`config.mk`:
```
export PLATFORM = sky130hd
export DESIGN_NAME = ibex_rvfi_trace_buffer
export DESIGN_NICKNAME = d
export VERILOG_FILES = /design/src/rtl/ibex_rvfi_trace_buffer_pkg.sv /design/src/rtl/ibex_trace_ram.sv /design/src/rtl/ibex_rvfi_trace_buffer.sv
export SDC_FILE = /design/constraint.sdc
export NUM_CORES = 2
export LEC_CHECK = 0
export ABC_AREA = 1
export BUFFER_PORTS_ARGS = -buffer_cell sky130_fd_sc_hd__buf_4
export CAP_MARGIN = 15
export CORE_UTILIZATION = 45
export CTS_BUF_LIST = sky130_fd_sc_hd__clkbuf_4
export DETAILED_ROUTE_END_ITERATION = 10
export PLACE_DENSITY_LB_ADDON = 0.25
export RECOVER_POWER = 50
export SLEW_MARGIN = 20
export SYNTH_ARGS = -nofsm -noshare
export SYNTH_HDL_FRONTEND = slang
export SYNTH_HIERARCHICAL = 1
export SYNTH_SLANG_ARGS = --single-unit
export TNS_END_PERCENT = 20
```
`constraint.sdc`:
```
create_clock -name clk_i -period 6.55 [get_ports clk_i]
set_input_delay 0.9825 -clock clk_i [delete_from_list [all_inputs] [get_ports clk_i]]
set_output_delay 0.9825 -clock clk_i [all_outputs]
set_load 0.02 [all_outputs]
```
`src/rtl/ibex_rvfi_trace_buffer_pkg.sv`:
```
// Types shared by the RVFI retirement trace buffer and its storage array.
// Latency: n/a (types and constants only).
// Backpressure: n/a.
package ibex_rvfi_trace_buffer_pkg;

  // Width of the rvfi_order slice kept in each stored record
  localparam int unsigned TraceOrderW = 16;

  typedef enum logic [1:0] {
    TraceFifo    = 2'b00,
    TraceRing    = 2'b01,
    TraceTrigger = 2'b10
  } trace_mode_e;

  typedef enum logic [1:0] {
    TrIdle,
    TrCapture,
    TrPost,
    TrFrozen
  } trace_state_e;

  typedef struct packed {
    logic [TraceOrderW-1:0] order;
    logic [31:0]            pc;
    logic [31:0]            insn;
    logic [31:0]            rd_wdata;
    logic [4:0]             rd_addr;
    logic                   trap;
    logic                   intr;
  } trace_rec_t;

  // Ring and trigger modes replace the oldest record when full; FIFO and the
  // reserved encoding drop the incoming record instead.
  function automatic logic mode_overwrites(input logic [1:0] mode);
    return (mode == TraceRing) || (mode == TraceTrigger);
  endfunction

endpackage

```
`src/rtl/ibex_trace_ram.sv`:
```
// Flop-based record store: one write port, one asynchronous read port.
// Latency: write visible on the read port the cycle after the write edge.
// Backpressure: none; the caller owns pointer and occupancy bookkeeping.
module ibex_trace_ram
  import ibex_rvfi_trace_buffer_pkg::*;
#(
  parameter int unsigned Depth = 16,
  localparam int unsigned AW   = $clog2(Depth)
) (
  input  logic          clk_i,
  input  logic          we_i,
  input  logic [AW-1:0] waddr_i,
  input  trace_rec_t    wdata_i,
  input  logic [AW-1:0] raddr_i,
  output trace_rec_t    rdata_o
);

  // Storage is deliberately not reset; the read side masks empty entries.
  trace_rec_t mem [Depth];

  // Single write port
  always_ff @(posedge clk_i) begin
    if (we_i) begin
      mem[waddr_i] <= wdata_i;
    end
  end

  assign rdata_o = mem[raddr_i];

endmodule

```
`src/rtl/ibex_rvfi_trace_buffer.sv`:
```
// Captures RVFI retirements into a circular buffer (FIFO, ring or triggered snapshot).
// Latency: a record written on edge N is readable on rd_data_o from cycle N+1.
// Backpressure: rd_valid_o/rd_ready_i on read; full FIFO drops, ring/trigger overwrite.
module ibex_rvfi_trace_buffer
  import ibex_rvfi_trace_buffer_pkg::*;
#(
  parameter int unsigned Depth      = 16,
  parameter int unsigned OrderW     = 16,
  parameter logic        TrigOnTrap = 1'b1,
  parameter int unsigned DropCntW   = 16,
  localparam int unsigned AW        = $clog2(Depth),
  localparam int unsigned CW        = AW + 1
) (
  input  logic                clk_i,
  input  logic                rst_ni,
  input  logic                rvfi_valid,
  input  logic [63:0]         rvfi_order,
  input  logic [31:0]         rvfi_pc_rdata,
  input  logic [31:0]         rvfi_insn,
  input  logic                rvfi_trap,
  input  logic                rvfi_intr,
  input  logic [4:0]          rvfi_rd_addr,
  input  logic [31:0]         rvfi_rd_wdata,
  input  logic                arm_i,
  input  logic                disarm_i,
  input  logic [1:0]          mode_i,
  input  logic [31:0]         trig_pc_i,
  input  logic [CW-1:0]       post_cnt_i,
  output logic                rd_valid_o,
  input  logic                rd_ready_i,
  output trace_rec_t          rd_data_o,
  output logic [CW-1:0]       count_o,
  output logic                triggered_o,
  output logic                frozen_o,
  output logic                overflow_o,
  output logic [DropCntW-1:0] drop_cnt_o
);

  trace_state_e        state_q, state_d;
  logic [1:0]          mode_q;
  logic [31:0]         trig_pc_q;
  logic [CW-1:0]       post_rem_q;
  logic [AW-1:0]       wptr_q, rptr_q;
  logic [CW-1:0]       count_q;
  logic                triggered_q, overflow_q;
  logic [DropCntW-1:0] drop_cnt_q;

  trace_rec_t wr_rec, ram_rdata;
  logic       capturing, full, pop, ovw_mode;
  logic       wr_req, wr_en, rd_adv, drop_evt, trig_hit;
  logic       unused_order_hi;

  assign unused_order_hi = ^rvfi_order[63:OrderW];

  assign wr_rec = '{
    order:    rvfi_order[OrderW-1:0],
    pc:       rvfi_pc_rdata,
    insn:     rvfi_insn,
    rd_wdata: rvfi_rd_wdata,
    rd_addr:  rvfi_rd_addr,
    trap:     rvfi_trap,
    intr:     rvfi_intr
  };

  assign capturing = (state_q == TrCapture) || (state_q == TrPost);
  assign full      = (count_q == CW'(Depth));
  assign rd_valid_o = (count_q != '0);
  assign pop       = rd_valid_o && rd_ready_i;
  assign ovw_mode  = mode_overwrites(mode_q);

  // arm_i discards any same-cycle retirement.
  assign wr_req   = rvfi_valid && capturing && !arm_i;
  assign wr_en    = wr_req && (!full || pop || ovw_mode);
  assign drop_evt = wr_req && full && !pop;
  // Read pointer moves on a pop, or when an overwrite evicts the oldest record.
  assign rd_adv   = pop || (drop_evt && ovw_mode);

  assign trig_hit = (state_q == TrCapture) && rvfi_valid && (mode_q == TraceTrigger) &&
                    ((rvfi_pc_rdata == trig_pc_q) || (TrigOnTrap && rvfi_trap));

  ibex_trace_ram #(
    .Depth (Depth)
  ) u_ram (
    .clk_i   (clk_i),
    .we_i    (wr_en),
    .waddr_i (wptr_q),
    .wdata_i (wr_rec),
    .raddr_i (rptr_q),
    .rdata_o (ram_rdata)
  );

  // Mask the unreset array so an empty buffer always presents zero.
  assign rd_data_o   = rd_valid_o ? ram_rdata : '0;
  assign count_o     = count_q;
  assign triggered_o = triggered_q;
  assign frozen_o    = (state_q == TrFrozen);
  assign overflow_o  = overflow_q;
  assign drop_cnt_o  = drop_cnt_q;

  // Capture state register
  always_ff @(posedge clk_i or negedge rst_ni) begin
    if (!rst_ni) begin
      state_q <= TrIdle;
    end else begin
      state_q <= state_d;
    end
  end

  // Next-state: trigger/post progression, then disarm, then arm (highest priority)
  always_comb begin
    state_d = state_q;
    unique case (state_q)
      TrCapture: if (trig_hit) state_d = (post_rem_q == '0) ? TrFrozen : TrPost;
      TrPost:    if (wr_en && (post_rem_q == CW'(1))) state_d = TrFrozen;
      default:   ;
    endcase
    if (disarm_i) state_d = TrIdle;
    if (arm_i)    state_d = TrCapture;
  end

  // Pointers, occupancy, configuration latch and status flags
  always_ff @(posedge clk_i or negedge rst_ni) begin
    if (!rst_ni) begin
      mode_q      <= TraceFifo;
      trig_pc_q   <= '0;
      post_rem_q  <= '0;
      wptr_q      <= '0;
      rptr_q      <= '0;
      count_q     <= '0;
      triggered_q <= 1'b0;
      overflow_q  <= 1'b0;
      drop_cnt_q  <= '0;
    end else if (arm_i) begin
      mode_q      <= mode_i;
      trig_pc_q   <= trig_pc_i;
      post_rem_q  <= post_cnt_i;
      wptr_q      <= '0;
      rptr_q      <= '0;
      count_q     <= '0;
      triggered_q <= 1'b0;
      overflow_q  <= 1'b0;
      drop_cnt_q  <= '0;
    end else begin
      if (wr_en)  wptr_q <= wptr_q + 1'b1;
      if (rd_adv) rptr_q <= rptr_q + 1'b1;
      if (wr_en && !rd_adv)      count_q <= count_q + 1'b1;
      else if (!wr_en && rd_adv) count_q <= count_q - 1'b1;
      if (trig_hit) triggered_q <= 1'b1;
      if ((state_q == TrPost) && wr_en) post_rem_q <= post_rem_q - 1'b1;
      if (drop_evt) begin
        overflow_q <= 1'b1;
        if (drop_cnt_q != '1) drop_cnt_q <= drop_cnt_q + 1'b1;
      end
    end
  end

endmodule

```
# --- Yosys cells after proc, flatten, opt, wreduce, memory -nomap -nowiden ---
# Memories as Yosys holds them, arrays and structs flattened.
# Cells that the tools add are included.
totals:
  output_inout_bits: 144
  ff_bits: 72
  mem_bits_rw: 1904
  n_memories: 1
  latch_bits: 0
  input_bits: 212
  rom_bits: 0
  elab_cells: 90
memory_table:
  columns: ["memory", "depth", "width", "read_ports", "rd_ports_with_merged_regs", "wr", "line", "rtl"]
  rows:
  - ["u_ram.mem", 16, 119, 1, 0, 1, "ibex_trace_ram.sv:19", "trace_rec_t mem [Depth];"]
classes:
  multipliers: 0
  bitwise: 0
  reduce_logical: 37
  eq_ne: 11
  n_div: 0
  addsub: 6
  shift: 0
  magnitude_cmp: 0
  mux: 25
op_table:
  columns: ["operator", "n"]
  rows:
  - ["119-bit 2-to-1 mux", 1]
  - ["16-bit 2-to-1 mux", 3]
  - ["32-bit == test", 1]
  - ["5-bit 2-to-1 mux", 5]
  - ["16-bit by 1-bit adder with 16-bit output (second input constant)", 1]
  - ["4-bit 2-to-1 mux", 4]
  - ["16-bit != test (second input constant)", 1]
  - ["1-bit logical AND", 14]
  - ["2-bit nonzero test", 6]
  - ["5-bit by 1-bit subtractor with 5-bit output (second input constant)", 2]
  - ["4-bit by 1-bit adder with 4-bit output (second input constant)", 2]
  - ["2-bit 2-to-1 mux", 4]
  - ["1-bit 2-to-1 mux", 7]
  - ["2-bit == test (second input constant)", 3]
  - ["1-bit logical OR", 6]
  - ["5-bit by 1-bit adder with 5-bit output (second input constant)", 1]
  - ["5-bit by 1-bit == test with 1-bit output (second input constant)", 1]
  - ["5-bit == test (second input constant)", 1]
  - ["1-bit logical NOT", 5]
  - ["5-bit logical NOT", 1]
  - ["5-bit nonzero test", 1]
  - ["2-bit by 1-bit == test with 1-bit output (second input constant)", 2]
  - ["4-bit by 3-bit != test with 1-bit output (second input constant)", 1]
  - ["4-bit != test (second input constant)", 1]
  - ["other kinds (5)", 5]

# --- Longest topological paths before layout ---
logic_depth:
  depth_word: 12
  depth_mapped: 15
  mapped_depth_nobuf: 15

# --- Modules after synthesis ---
# Netlist, hierarchy kept.
by_module_without_submodules:
  columns: ["mod", "area_per_inst_um2", "cells_per_inst", "seq_area_each_um2", "n_inst"]
  rows:
  - ["ibex_trace_ram", 81122.8, 7685, 57174.8, 1]
  - ["ibex_rvfi_trace_buffer", 4963.5, 763, 1801.7, 1]

# --- Least setup slack after synthesis ---
# Ideal clock, no wire load.
synth_timing:
  path_kind: "input to register"
  startpoint: "input port arm_i"
  endpoint: "memory u_ram/mem[12][0] (netlist bit) (enable)"
  n_path_buf: 0
  required_ns: 5.951
  cell_stages: 5
  setup_ns: 0.599
  t_arrival_ns: 6.584
  slack_ns: -0.632
  path_cell_list: "nor3_2 > nand2_1 > inv_2 > nand3_1 > nor2_1"
synth_via:
  elab_chain_len: 5
synth_lines:
  columns: ["item", "line", "rtl"]
  rows:
  - ["start, declared", "ibex_rvfi_trace_buffer.sv:24", "input logic arm_i,"]
  - ["1-bit logical NOT", "ibex_rvfi_trace_buffer.sv:72", "assign wr_req = rvfi_valid && capturing && !arm_i;"]
  - ["1-bit logical AND", "ibex_rvfi_trace_buffer.sv:72", null]
  - ["1-bit logical AND", "ibex_rvfi_trace_buffer.sv:73", "assign wr_en = wr_req && (!full || pop || ovw_mode);"]
  - ["via wr_en", "ibex_rvfi_trace_buffer.sv:50", "logic wr_req, wr_en, rd_adv, drop_evt, trig_hit;"]
  - ["1-bit 2-to-1 mux", "ibex_trace_ram.sv:23", "if (we_i) begin"]
  - ["1-bit 2-to-1 mux (implied by the code)", "ibex_trace_ram.sv:24", "mem[waddr_i] <= wdata_i;"]
  - ["end, declared", "ibex_trace_ram.sv:19", null]
# The timed path passes the listed nets, and every way through them passes these cells.

==> results.sh <==
export IMPL_power_density_cell_area_mw_per_mm2=332
export IMPL_placed_cell_area_sq_mm=0.0909
export IMPL_finish_net_count=9371
export IMPL_synth_area_top_cells="edfxtp_1, nand2_1, nand3_1, inv_1, dfrtp_1"
export IMPL_worstPathMaxFanout=47
export IMPL_failed_checks="capacitance limit, slew limit"
export IMPL_via_count_of_the_first_global_routing_pass=59540
export IMPL_worst_pin_slew_ns=4.08
export IMPL_clock_tree_root_cell="clkbuf_4"
export IMPL_core_sq_mm=0.190
export IMPL_synth_compound_gate_area_share_pct=0.437
export IMPL_global_route_wire_length_before_repair_mm=348
export IMPL_worst_ir_drop_vdd_mv=0.325
export IMPL_postCtsSetupBuffers=0
export IMPL_hpwlAfterDp_mm=110
export IMPL_run_status="finished with violations"
export IMPL_sequence_of_cells_on_the_critical_path="buf_4, buf_4, nand3_1, nand2_1, nand2_1, inv_1, buf_4"
export IMPL_synth_area_mux_share_pct=0
export IMPL_finalSetupViolCount=0
export IMPL_timing_critical_path_buf_inv=4
export IMPL_arrival_ns=4.89
export IMPL_ys_seq_elements=1976
export IMPL_placement_setup_worst_slack_ns=2.07
export IMPL_clkSlewWorstSetupHoldPaths_ns=0.06
export IMPL_overall_track_demand_over_capacity_in_global_routing_pct=23.7
export IMPL_synth_top_area_share_pct=66.4
export IMPL_min_period_ns=5.87
export IMPL_timing_max_cap_violations=4
export IMPL_fin_ws_ns=0.677
export IMPL_synthXorXnorAreaFrac_pct=0.346
export IMPL_synth_net_count=8674
export IMPL_worstHoldStart="trig_pc_i[17]"
export IMPL_cts_num_sinks=1976
export IMPL_final_hold_viol_count=0
export IMPL_finish_instance_area_sq_mm=0.0988
export IMPL_grt_max_degree=211
export IMPL_detail_route_drc_violations=0
export IMPL_detail_route_wl_per_cell_microns=19.2
export IMPL_slew_violations=164
export IMPL_drt_vias_per_instance=5.02
export IMPL_synth_top_family_by_area="simple AND/OR/NAND/NOR gates"
export IMPL_clock_tree_htree_level_count=6
export IMPL_r2r_cells=8
export IMPL_min_delay_path_depth=4
export IMPL_timing_critical_path_mode_cell="buf_4"
export IMPL_drt_wl_total_mm=230
export IMPL_initial_utilization_pct=45.3
export IMPL_drtIter0Drc=4949
export IMPL_unrepaired_setup_endpoints_after_global_routing="false"
export IMPL_timing_critical_path_max_delay_family="buffers and inverters"
export IMPL_max_slew_margin_rel_pct=-172
export IMPL_synth_commonest_cells="nand2_1, edfxtp_1, inv_1, nand3_1, buf_2"
export IMPL_gr_total_overflow=0
export IMPL_synth_warnings=6
export IMPL_vias=60359
export IMPL_critical_path_max_stage_delay_ns=0.96
export IMPL_pin_count=356
export IMPL_syn_inst_count=8448
export IMPL_synth_edf_count=1904
export IMPL_average_instance_area_after_synthesis_sq_um=10.2
export IMPL_die_area_sq_mm=0.193
export IMPL_synth_largest_area_cell="edfxtp_1"
export IMPL_final_layout_size_suffix_gt1_share_pct=11.9
export IMPL_reg2reg_to="u_ram/mem[0][32]"
export IMPL_buffer_ports_inserted=307
export IMPL_synth_sequential_area_ratio_pct=68.5
export IMPL_mappedNetlistArea_sq_mm=0.0861
export IMPL_clk_path_buf_depth=4
export IMPL_synth_adder_area_share_pct=0.212
export IMPL_critical_path_endpoint_type="output pin"
export IMPL_final_setup_skew_ns=0.0783
export IMPL_std_cell_rows=160
export IMPL_setup_worst_path_start_class="register"
export IMPL_worst_flop_to_flop_path_startpoint="state_q[0]"
export IMPL_overall_die_width_microns=439
export IMPL_fmaxAchievable_mhz=170
export IMPL_worst_setup_path_type="reg2out"
export IMPL_postSynth_asyncResetShare_pct=3.64
export IMPL_synthFlopType="edfxtp_1"
export IMPL_cts_buffers_inserted=541
export IMPL_critPathSlowestCell="dfrtp_4"
export IMPL_final_fill_count=16888
export IMPL_cts_tree="yes"
export IMPL_postRouteAntennaNets=0
export IMPL_r2r_setup_slack_ns=1.97
export IMPL_finalCritPeriodShare_pct=89.7
export IMPL_drt_first_pass_iters=6
export IMPL_gp_congestion=0.783
export IMPL_die_h_microns=439
export IMPL_clk_insertion_delay_late_ns=1.36
export IMPL_min_path_type="in2reg"
export IMPL_areaGrowthSynthToFinish_pct=14.7
export IMPL_yosys_area_share_simple_pct=21.1
export IMPL_antenna_found_initial=16
export IMPL_leakage_component_of_the_power_uw=0.0432
export IMPL_yosys_cell_types_count=38
export IMPL_hold_path_end="trig_pc_q[17]"
export IMPL_cp_required_ns=5.57
export IMPL_synth_most_common_cell="nand2_1"
[what timing repair did]
action                    in CTS  in global routing
hold endpoints to repair    2003                  0
hold buffers                 178                  0
resized for setup              0                  0
[placed cells by master, fill, tap and decap left out, drive strengths merged, types with 15 or more instances in the layout]
| cell type | netlist | layout |
|---|---|---|
| a21oi | 15 | 15 |
| buf | 320 | 272 |
| clkbuf | 100 | 915 |
| clkinv | 0 | 76 |
| dfrtp | 72 | 72 |
| dlygate4sd3 | 0 | 178 |
| edfxtp | 1904 | 1904 |
| inv | 1600 | 1610 |
| nand2 | 2815 | 2815 |
| nand3 | 1451 | 1451 |
| nor2 | 54 | 54 |
| o21ai | 31 | 31 |
| xnor2 | 26 | 26 |
[sequential cells by signal (all words and copies together), names as in the netlist]
register     cells
state_q          2
trig_pc_q       32
triggered_o      1
u_ram/mem     1904
count_o          5
rptr_q           4
post_rem_q       5
mode_q           2
wptr_q           4
drop_cnt_o      16
overflow_o       1
[power by group]
group	internal (uW)	total, uW	switching [uW]
registers	14000	14100	150
logic	2440	7870	5430
clock network	5870	10800	4960
[worst reg2reg max path: stages, from the launching register on]
cell and delay (ns):
dfrtp_1 0.38, inv_1 0.07, ha_1 0.34, nor3_1 0.30, nand2_1 0.27, inv_1 0.35, nand2_1 0.29, nor2_1 1.31
buf_12 0.71
[worst max path at each step]
stage	from	slack [ns]	cells past startpoint	to
after CTS	rptr_q[3]	0.50	7	rd_data_o[11]
final	rptr_q[3]	0.68	7	rd_data_o[10]
after global routing	rptr_q[1]	0.42	9	rd_data_o[41]
after floorplan	arm_i	-0.63	5	u_ram/mem[12][0]
after global placement	rptr_q[3]	2.04	7	rd_data_o[17]
after detailed placement	rptr_q[3]	2.07	7	rd_data_o[11]
[through the flow]
step / util [%] / total power, uW / hold WS (ns) / TNS [ns] / instances
after global routing: 51.9 / 34600 / 0.291 / 0 / 12007
after detailed placement: 47.8 / 22200 / 0.475 / 0 / 10935
after CTS: 52.2 / 33200 / 0.212 / 0 / 12001
after floorplan: - / 19500 / 0.446 / -1182.73 / 8448
final: 51.9 / 32800 / 0.388 / 0 / 12012
after global placement: 47.8 / 22100 / 0.462 / 0 / 10933
[layer usage]
layer  global-route usage, %  routed length [microns]  vias up
li1                        -                        -    28814
met4                    10.5                     8080        2
met1                    30.7                    97000    28940
met3                    4.22                    14800      456
met5                       0                       13        -
met2                    39.1                   111000     2147
[cell families (layout without fill, tap and decap cells)]
group / after synthesis / after routing
AOI/OAI and AO/OA: 63 / 63
DFF: 1976 / 1976
adders and majority gates: 14 / 14
buffers and inverters: 2020 / 3062
xor gates and xnor gates: 34 / 34
and+or+nand+nor: 4341 / 4341
other: 0 / 11
[area by class of cell]
class	count	area (sq um)	share of cell area [%]
inverter	1600	6040	6.11
sequential	1976	59000	59.7
antenna	11	27.5	0.0279
clock inverter	97	641	0.649
timing repair buffer	574	4830	4.89
multi-input combinational	4452	19100	19.4
tap	2511	3140	3.18
clock buffer	791	5940	6.01
Power figures use the tool's default switching activity.
